<file path="src/rtl/timer_pkg.sv">
// Shared types and constants for the BCD countdown timer.
// Latency: n/a (types, constants only).
// Backpressure: n/a.
package timer_pkg;

  typedef enum logic [1:0] {
    IDLE   = 2'd0,
    RUN    = 2'd1,
    HOLD   = 2'd2,
    EXPIRE = 2'd3
  } state_e;

  typedef logic [3:0] bcd_digit_t;
  typedef logic [7:0] bcd2_t;

  localparam bcd_digit_t BCD_MAX_DIGIT = 4'd9;

  // Layout of the 9-bit seconds word handed to the segment display.
  localparam int ACTIVE_BIT = 8;
  localparam int TENS_HI    = 7;
  localparam int TENS_LO    = 4;
  localparam int ONES_HI    = 3;
  localparam int ONES_LO    = 0;

endpackage

</file>
<file path="src/rtl/tick_gen.sv">
// One-second prescaler: counts enabled cycles, pulses tick on the last cycle of each period.
// Latency: tick is combinational from the count and enable; count updates one edge later.
// Backpressure: none; en=0 freezes the count, clr (higher priority) returns it to 0.
//
// Ports: clk, reset (async active-low), en (count this cycle), clr (sync clear),
//        tick (high in the enabled cycle where the count is TICK_CYCLES-1).
module tick_gen #(
  parameter int TICK_CYCLES = 100000000,
  parameter int CNT_W       = 27
) (
  input  logic clk,
  input  logic reset,
  input  logic en,
  input  logic clr,
  output logic tick
);

  logic [CNT_W-1:0] cnt_q, cnt_d;
  logic             at_wrap;

  assign at_wrap = (cnt_q == CNT_W'(TICK_CYCLES - 1));
  assign tick    = en && at_wrap;

  always_comb begin
    cnt_d = cnt_q;
    if (clr) begin
      cnt_d = '0;
    end else if (en) begin
      cnt_d = at_wrap ? '0 : cnt_q + CNT_W'(1);
    end
  end

  always_ff @(posedge clk or negedge reset) begin
    if (!reset) begin
      cnt_q <= '0;
    end else begin
      cnt_q <= cnt_d;
    end
  end

endmodule

</file>
<file path="src/rtl/countdown_timer_bcd.sv">
// Two-digit BCD countdown timer with pause, cancel, retrigger and a one-cycle expiry pulse.
// Latency: start/cancel/tick visible on seconds/busy/expired right after the sampling edge.
// Backpressure: none; pause freezes prescaler and count, cancel overrides everything.
//
// Ports: clk, reset (async active-low), start (pulse, loads preset), preset (BCD {tens,ones}),
//        cancel (pulse), pause (level), seconds ({active, tens, ones}), expired (pulse), busy.
// Optional: define COUNTDOWN_AUTO_RELOAD_EN to reload the last preset after every expiry.
module countdown_timer_bcd
  import timer_pkg::*;
#(
  parameter int TICK_CYCLES = 100000000,
  parameter int CNT_W       = 27
) (
  input  logic       clk,
  input  logic       reset,
  input  logic       start,
  input  logic [7:0] preset,
  input  logic       cancel,
  input  logic       pause,
  output logic [8:0] seconds,
  output logic       expired,
  output logic       busy
);

  // Digits above 9 saturate to 9 so the display never sees a non-BCD code.
  function automatic bcd2_t bcd_clamp(input bcd2_t v);
    bcd_digit_t t;
    bcd_digit_t o;
    t = v[7:4];
    o = v[3:0];
    if (t > BCD_MAX_DIGIT) t = BCD_MAX_DIGIT;
    if (o > BCD_MAX_DIGIT) o = BCD_MAX_DIGIT;
    return {t, o};
  endfunction

  // Never called with 00: reaching 00 diverts to EXPIRE first, so no 99 wrap.
  function automatic bcd2_t bcd_dec(input bcd2_t v);
    if (v[3:0] != 4'd0) begin
      return {v[7:4], v[3:0] - 4'd1};
    end
    return {v[7:4] - 4'd1, BCD_MAX_DIGIT};
  endfunction

  state_e state_q, state_d;
  bcd2_t  count_q, count_d;
  logic   busy_q, busy_d;
  logic   expired_q, expired_d;
  logic   presc_en, presc_clr, tick;

`ifdef COUNTDOWN_AUTO_RELOAD_EN
  bcd2_t  last_preset_q, last_preset_d;
`endif

  // The enable depends only on inputs and state (never on tick) to keep the
  // prescaler path free of combinational loops. HOLD counts again in the cycle
  // pause drops, so a pause of N cycles delays expiry by exactly N cycles.
  always_comb begin
    presc_clr = cancel || start;
    presc_en  = 1'b0;
    if (!cancel && !start && !pause) begin
      case (state_q)
        RUN, HOLD: presc_en = 1'b1;
`ifdef COUNTDOWN_AUTO_RELOAD_EN
        // The expiry cycle is the first cycle of the reloaded second.
        EXPIRE:    presc_en = 1'b1;
`endif
        default:   presc_en = 1'b0;
      endcase
    end
  end

  tick_gen #(
    .TICK_CYCLES (TICK_CYCLES),
    .CNT_W       (CNT_W)
  ) u_tick_gen (
    .clk   (clk),
    .reset (reset),
    .en    (presc_en),
    .clr   (presc_clr),
    .tick  (tick)
  );

  always_comb begin
    state_d = state_q;
    count_d = count_q;
`ifdef COUNTDOWN_AUTO_RELOAD_EN
    last_preset_d = last_preset_q;
`endif
    if (cancel) begin
      state_d = IDLE;
      count_d = 8'h00;
    end else if (start) begin
      count_d = bcd_clamp(preset);
      state_d = (count_d == 8'h00) ? EXPIRE : RUN;
`ifdef COUNTDOWN_AUTO_RELOAD_EN
      last_preset_d = count_d;
`endif
    end else begin
      case (state_q)
        RUN, HOLD: begin
          if (pause) begin
            state_d = HOLD;
          end else if (tick) begin
            count_d = bcd_dec(count_q);
            state_d = (count_d == 8'h00) ? EXPIRE : RUN;
          end else begin
            state_d = RUN;
          end
        end
        EXPIRE: begin
`ifdef COUNTDOWN_AUTO_RELOAD_EN
          count_d = last_preset_q;
          state_d = (last_preset_q == 8'h00) ? EXPIRE : RUN;
`else
          count_d = 8'h00;
          state_d = IDLE;
`endif
        end
        default: begin
          state_d = IDLE;
        end
      endcase
    end

    expired_d = (state_d == EXPIRE);
`ifdef COUNTDOWN_AUTO_RELOAD_EN
    busy_d = (state_d != IDLE);
`else
    busy_d = (state_d == RUN) || (state_d == HOLD);
`endif
  end

  always_ff @(posedge clk or negedge reset) begin
    if (!reset) begin
      state_q   <= IDLE;
      count_q   <= 8'h00;
      busy_q    <= 1'b0;
      expired_q <= 1'b0;
    end else begin
      state_q   <= state_d;
      count_q   <= count_d;
      busy_q    <= busy_d;
      expired_q <= expired_d;
    end
  end

`ifdef COUNTDOWN_AUTO_RELOAD_EN
  always_ff @(posedge clk or negedge reset) begin
    if (!reset) begin
      last_preset_q <= 8'h00;
    end else begin
      last_preset_q <= last_preset_d;
    end
  end
`endif

  assign seconds[ACTIVE_BIT]      = busy_q;
  assign seconds[TENS_HI:TENS_LO] = count_q[7:4];
  assign seconds[ONES_HI:ONES_LO] = count_q[3:0];
  assign expired                  = expired_q;
  assign busy                     = busy_q;

endmodule

</file>
<file path="config.mk">
export PLATFORM = sky130hd
export DESIGN_NAME = countdown_timer_bcd
export DESIGN_NICKNAME = d
export VERILOG_FILES = /design/src/rtl/timer_pkg.sv /design/src/rtl/tick_gen.sv /design/src/rtl/countdown_timer_bcd.sv
export SDC_FILE = /design/constraint.sdc
export NUM_CORES = 1
export LEC_CHECK = 0
export ABC_AREA = 1
export CAP_MARGIN = 20
export CORE_MARGIN = 2
export CORE_UTILIZATION = 55
export CTS_BUF_LIST = sky130_fd_sc_hd__clkbuf_16
export CTS_CLUSTER_SIZE = 14
export DETAILED_ROUTE_END_ITERATION = 8
export PLACE_DENSITY = 0.77
export SLEW_MARGIN = 20
export SYNTH_ARGS = -nofsm -noshare
export SYNTH_HDL_FRONTEND = slang
export SYNTH_SLANG_ARGS = --single-unit
</file>
<file path="constraint.sdc">
create_clock -name clk -period 2 [get_ports clk]
set_input_delay 0.4 -clock clk [delete_from_list [all_inputs] [get_ports clk]]
set_output_delay 0.4 -clock clk [all_outputs]
set_load 0.005 [all_outputs]
</file>
==> impl_summary.md <==
STA
Setup violations remaining at the end of the flow were counted as 0. Clock skew on the completed layout was measured at around 0.0058 ns. Summed over all failing endpoints, the final setup total negative slack is 0 ns. The number of hold-slack violations in the final timing report came to 0. The worst relative slew slack is 0.749. The final worst-path cycle share is 0.946. Across all hold checks on the routed design, the worst slack comes to 0.0224 ns. The max-slew violation total from the final report was 0. The highest clock rate is 528 MHz. At the pin with the least slew margin, the transition time is between 0.3 and 0.4 ns. The minimum clock period is approximately 1.9 ns.

Routing
The aggregate routed wire length is just over 6000 um. After detailed routing, the average wire length per cell comes to between 10 and 15 um. After the first detailed-routing iteration, the DRC count stood at ~150. For this run, the detailed router's first-pass iteration total came to 5. The count of antenna-violating nets left after detailed routing is 0. The overall via count from detail_route is roughly 2,600. The post-route DRC violation count is 0. The detail-routed via count per cell is around 5.6.

Clocking
The deepest clock path buffer count is 2. The number of levels the H-tree was split into is 2. The sink count of the clock tree is 39. The number of buffers added by the clock tree synthesis step is 5.

The clock latency at the later pin of the worst-skew pair is between 0.2 and 0.3 ns. In this run the clock root is driven by a sky130_fd_sc_hd__clkbuf_16. The clock edge transition at the registers on the reported setup and hold paths is 0.06 ns. TritonCTS built the clock tree.

Synthesis
The synthesized design spends more area on one cell type than any other, namely sky130_fd_sc_hd__dfrtp_1. The average instance area after synthesis is 7.13 um^2. Sorting the synthesized cells by area gives the leading types as sky130_fd_sc_hd__dfrtp_1 (38%), sky130_fd_sc_hd__nand2_1 (14%), sky130_fd_sc_hd__inv_1 (6.4%). The Yosys step of the flow raised 0 warnings. After technology mapping, the gate count stands at 363. The number of enable flip-flop cells after synthesis is 0.

The flip-flop cell with the highest count after synthesis is sky130_fd_sc_hd__dfrtp_1. The mapped netlist covers between 2000 and 3000 um^2. Counting flops and latches in the post-synthesis netlist gives 39. When the netlist entered floorplanning its net count stood at 381. The count of different cell masters after synthesis is 32. Of all flip-flops after synthesis, the portion carrying an async set or reset was 1.00. The sequential cell area fraction in the yosys report is 0.377. The top cell type's share of synthesized area is 0.377.

Finish
The share of cells above drive strength 1 is 0.126. The antenna cell count is 0. For this run, the post-layout net count is between 400 and 500. Relative to the synthesized area, the layout overhead comes to 21.4%.

Global routing
Entering global routing, the biggest net connects 17 pins. The first global-routing pass estimated 10,600 um of wire. The initial antenna violation count was 0. The number of global-route vias before repair is 2,380. In the global route stage, overall resource usage came out at 0.255. For this run the aggregate overflow at the end of global routing stands at 0.

Floorplan
The floorplan step defined a core boundary enclosing about 4400 um^2. The number of rows in the core area is 24. The number of top-level pins is 24. The starting density of the core is 0.582. In this run the vertical extent of the chip is ~73 um. The width of the chip is between 70 and 80 um. The floorplan die area is around 5300 um^2.

Critical path
The startpoint identified for the worst register-to-register timing path is u_tick_gen.cnt_q[0]$_DFFE_PN0P_. The type of the worst setup path is flip-flop to flip-flop. The type of origin of the critical path is a flip-flop. The critical path starts at u_tick_gen.cnt_q[0]$_DFFE_PN0P_. The required time of the worst setup path is ~2.2 ns. The arrival time of the worst setup path is just over 2 ns. The largest individual stage delay along the critical path comes from the cell sky130_fd_sc_hd__dfrtp_1.

Traced cell by cell, the critical path runs through ha_1 > nand2_1 > nor2_4 > nand2_4 > nor2_4 > nand2_2 > nor2_1 > nand2_1 > nand2_1 > nand2_1 > a21oi_2 > ha_1. The highest net fanout along the worst path is 5. The biggest cell delay along the critical path is about 0.4 ns. Counting stages on the worst path, the most repeated cell is sky130_fd_sc_hd__nand2_1. The worst setup path is captured at a flip-flop.

Power and ir drop
The maximum vdd ir drop is slightly below 0.7 mV. After layout, the design draws a total of about 2100 uW. The analysis attributes to cell leakage a power of between 0.001 and 0.0015 uW.

Dividing total power by cell area gives a power density of between 600 and 700 nW/um^2.

Placement
Port buffering added 23 buffers. The placer congestion estimate is between 0.9 and 1. After legalization and detailed placement, the total HPWL measured approximately 4600 um.

Hold path
The classification of the worst-slack hold path is input port to asynchronous set/reset pin.

Outcome
The flow ran to the end, and the final reports show no timing, DRC or antenna violations.

Run
The number of max-cap violations is 0.
## stage by stage
| step | utilization | std cells | worst slack [ns] | instance area [um^2] |
|---|---|---|---|---|
| after floorplan | - | 363 | 0.227 | 2590 |
| after global placement | 0.663 | 447 | 0.125 | 2950 |
| after detailed placement | 0.663 | 447 | 0.0579 | 2950 |
| after CTS | 0.701 | 455 | 0.118 | 3120 |
| after global routing | 0.707 | 457 | -0.0308 | 3140 |
| final | 0.707 | 457 | 0.108 | 3140 |
## what timing repair did
action / in CTS / in global routing
buffers inserted: 0 / 2
resized for setup: 0 / 3
endpoints found under the setup margin: 0 / 1
hold buffers: 0 / 0
## synth_stat cells (3+ instances only)
master	instances
sky130_fd_sc_hd__dfrtp_1	39
sky130_fd_sc_hd__nand2_1	95
sky130_fd_sc_hd__nor2_4	4
sky130_fd_sc_hd__o22ai_1	7
sky130_fd_sc_hd__o21ai_2	3
sky130_fd_sc_hd__nor2_1	36
sky130_fd_sc_hd__a21oi_1	15
sky130_fd_sc_hd__nand2_2	6
sky130_fd_sc_hd__nor3_1	9
sky130_fd_sc_hd__ha_1	5
sky130_fd_sc_hd__xor2_1	9
sky130_fd_sc_hd__nand3_1	29
sky130_fd_sc_hd__buf_2	5
sky130_fd_sc_hd__o21ai_0	24
sky130_fd_sc_hd__nand4_1	13
sky130_fd_sc_hd__inv_1	44
## cell type report
type	count	area, um^2
clock buffers	5	125
fillers	363	1300
flip-flops and latches	39	976
well taps	52	65.1
inverters	45	169
repair buffers	43	375
multi-input cells	270	1390
clock inverters	3	43.8
## critical path: cells and delay by family, from the launching register on
family | cells | cell delay, ns
AO/OA/AOI/OAI | 1 | 0.16
adder cells (fa/ha/maj) | 2 | 0.46
flip-flops | 1 | 0.40
AND/OR/NAND/NOR | 9 | 0.76
## state kept, by name, indices dropped and copies added (netlist names)
signal,flops
busy,1
count_q,8
state_q,2
expired,1
u_tick_gen.cnt_q,27
## per-layer routing
metal | GRT usage | share of wire
met1 | 0.343 | 0.45
met4 | 0.0823 | 0.020
met3 | 0.0456 | 0.059
met5 | 0 | 0
met2 | 0.419 | 0.47
## final timing paths
kind                                                          to  slack (ns)  cells after the start
worst max-delay path                              busy$_DFF_PN0_        0.11                     12
worst min-delay path                           expired$_DFF_PN0_        0.02                      1
worst max register to register                    busy$_DFF_PN0_        0.11                     12
worst min register to register   u_tick_gen.cnt_q[7]$_DFFE_PN0P_        0.49                      1
max in group asynchronous       u_tick_gen.cnt_q[16]$_DFFE_PN0P_        1.47                      2
min in group clk                 u_tick_gen.cnt_q[7]$_DFFE_PN0P_        0.49                      1
## power by group
| group | internal, uW | total (uW) | switching, uW |
|---|---|---|---|
| sequential | 815 | 841 | 25.8 |
| clock | 587 | 894 | 306 |
| combinational | 173 | 375 | 202 |
| total | 1580 | 2110 | 534 |
## layout by cell type (no fill, tap or decap), drive strengths merged
| master | count |
|---|---|
| xor2 | 9 |
| a41oi | 1 |
| o21a | 2 |
| o22ai | 7 |
| clkdlybuf4s50 | 22 |
| o21ai | 28 |
| buf | 21 |
| dfrtp | 39 |
| nand3b | 1 |
| nand4 | 13 |
| a21oi | 15 |
| bufinv | 1 |
| nand2 | 103 |
| clkbuf | 5 |
| nor2 | 42 |
| nor3 | 10 |
| nand3 | 30 |
| o211ai | 1 |
| xnor2 | 2 |
| clkinv | 2 |
| ha | 5 |
| inv | 45 |
| o21bai | 1 |
## cells by family (layout without fill, tap and decap cells)
logic type	count (synthesis)	after routing	synth area share
DFF	39	39	0.377
buffers and inverters	54	96	0.0913
AOI/OAI and AO/OA	55	55	0.119
xor gates and xnor gates	11	11	0.0372
adders and majority gates	5	5	0.0242
and+or+nand+nor	199	199	0.351
Power figures use the tool's default switching activity.
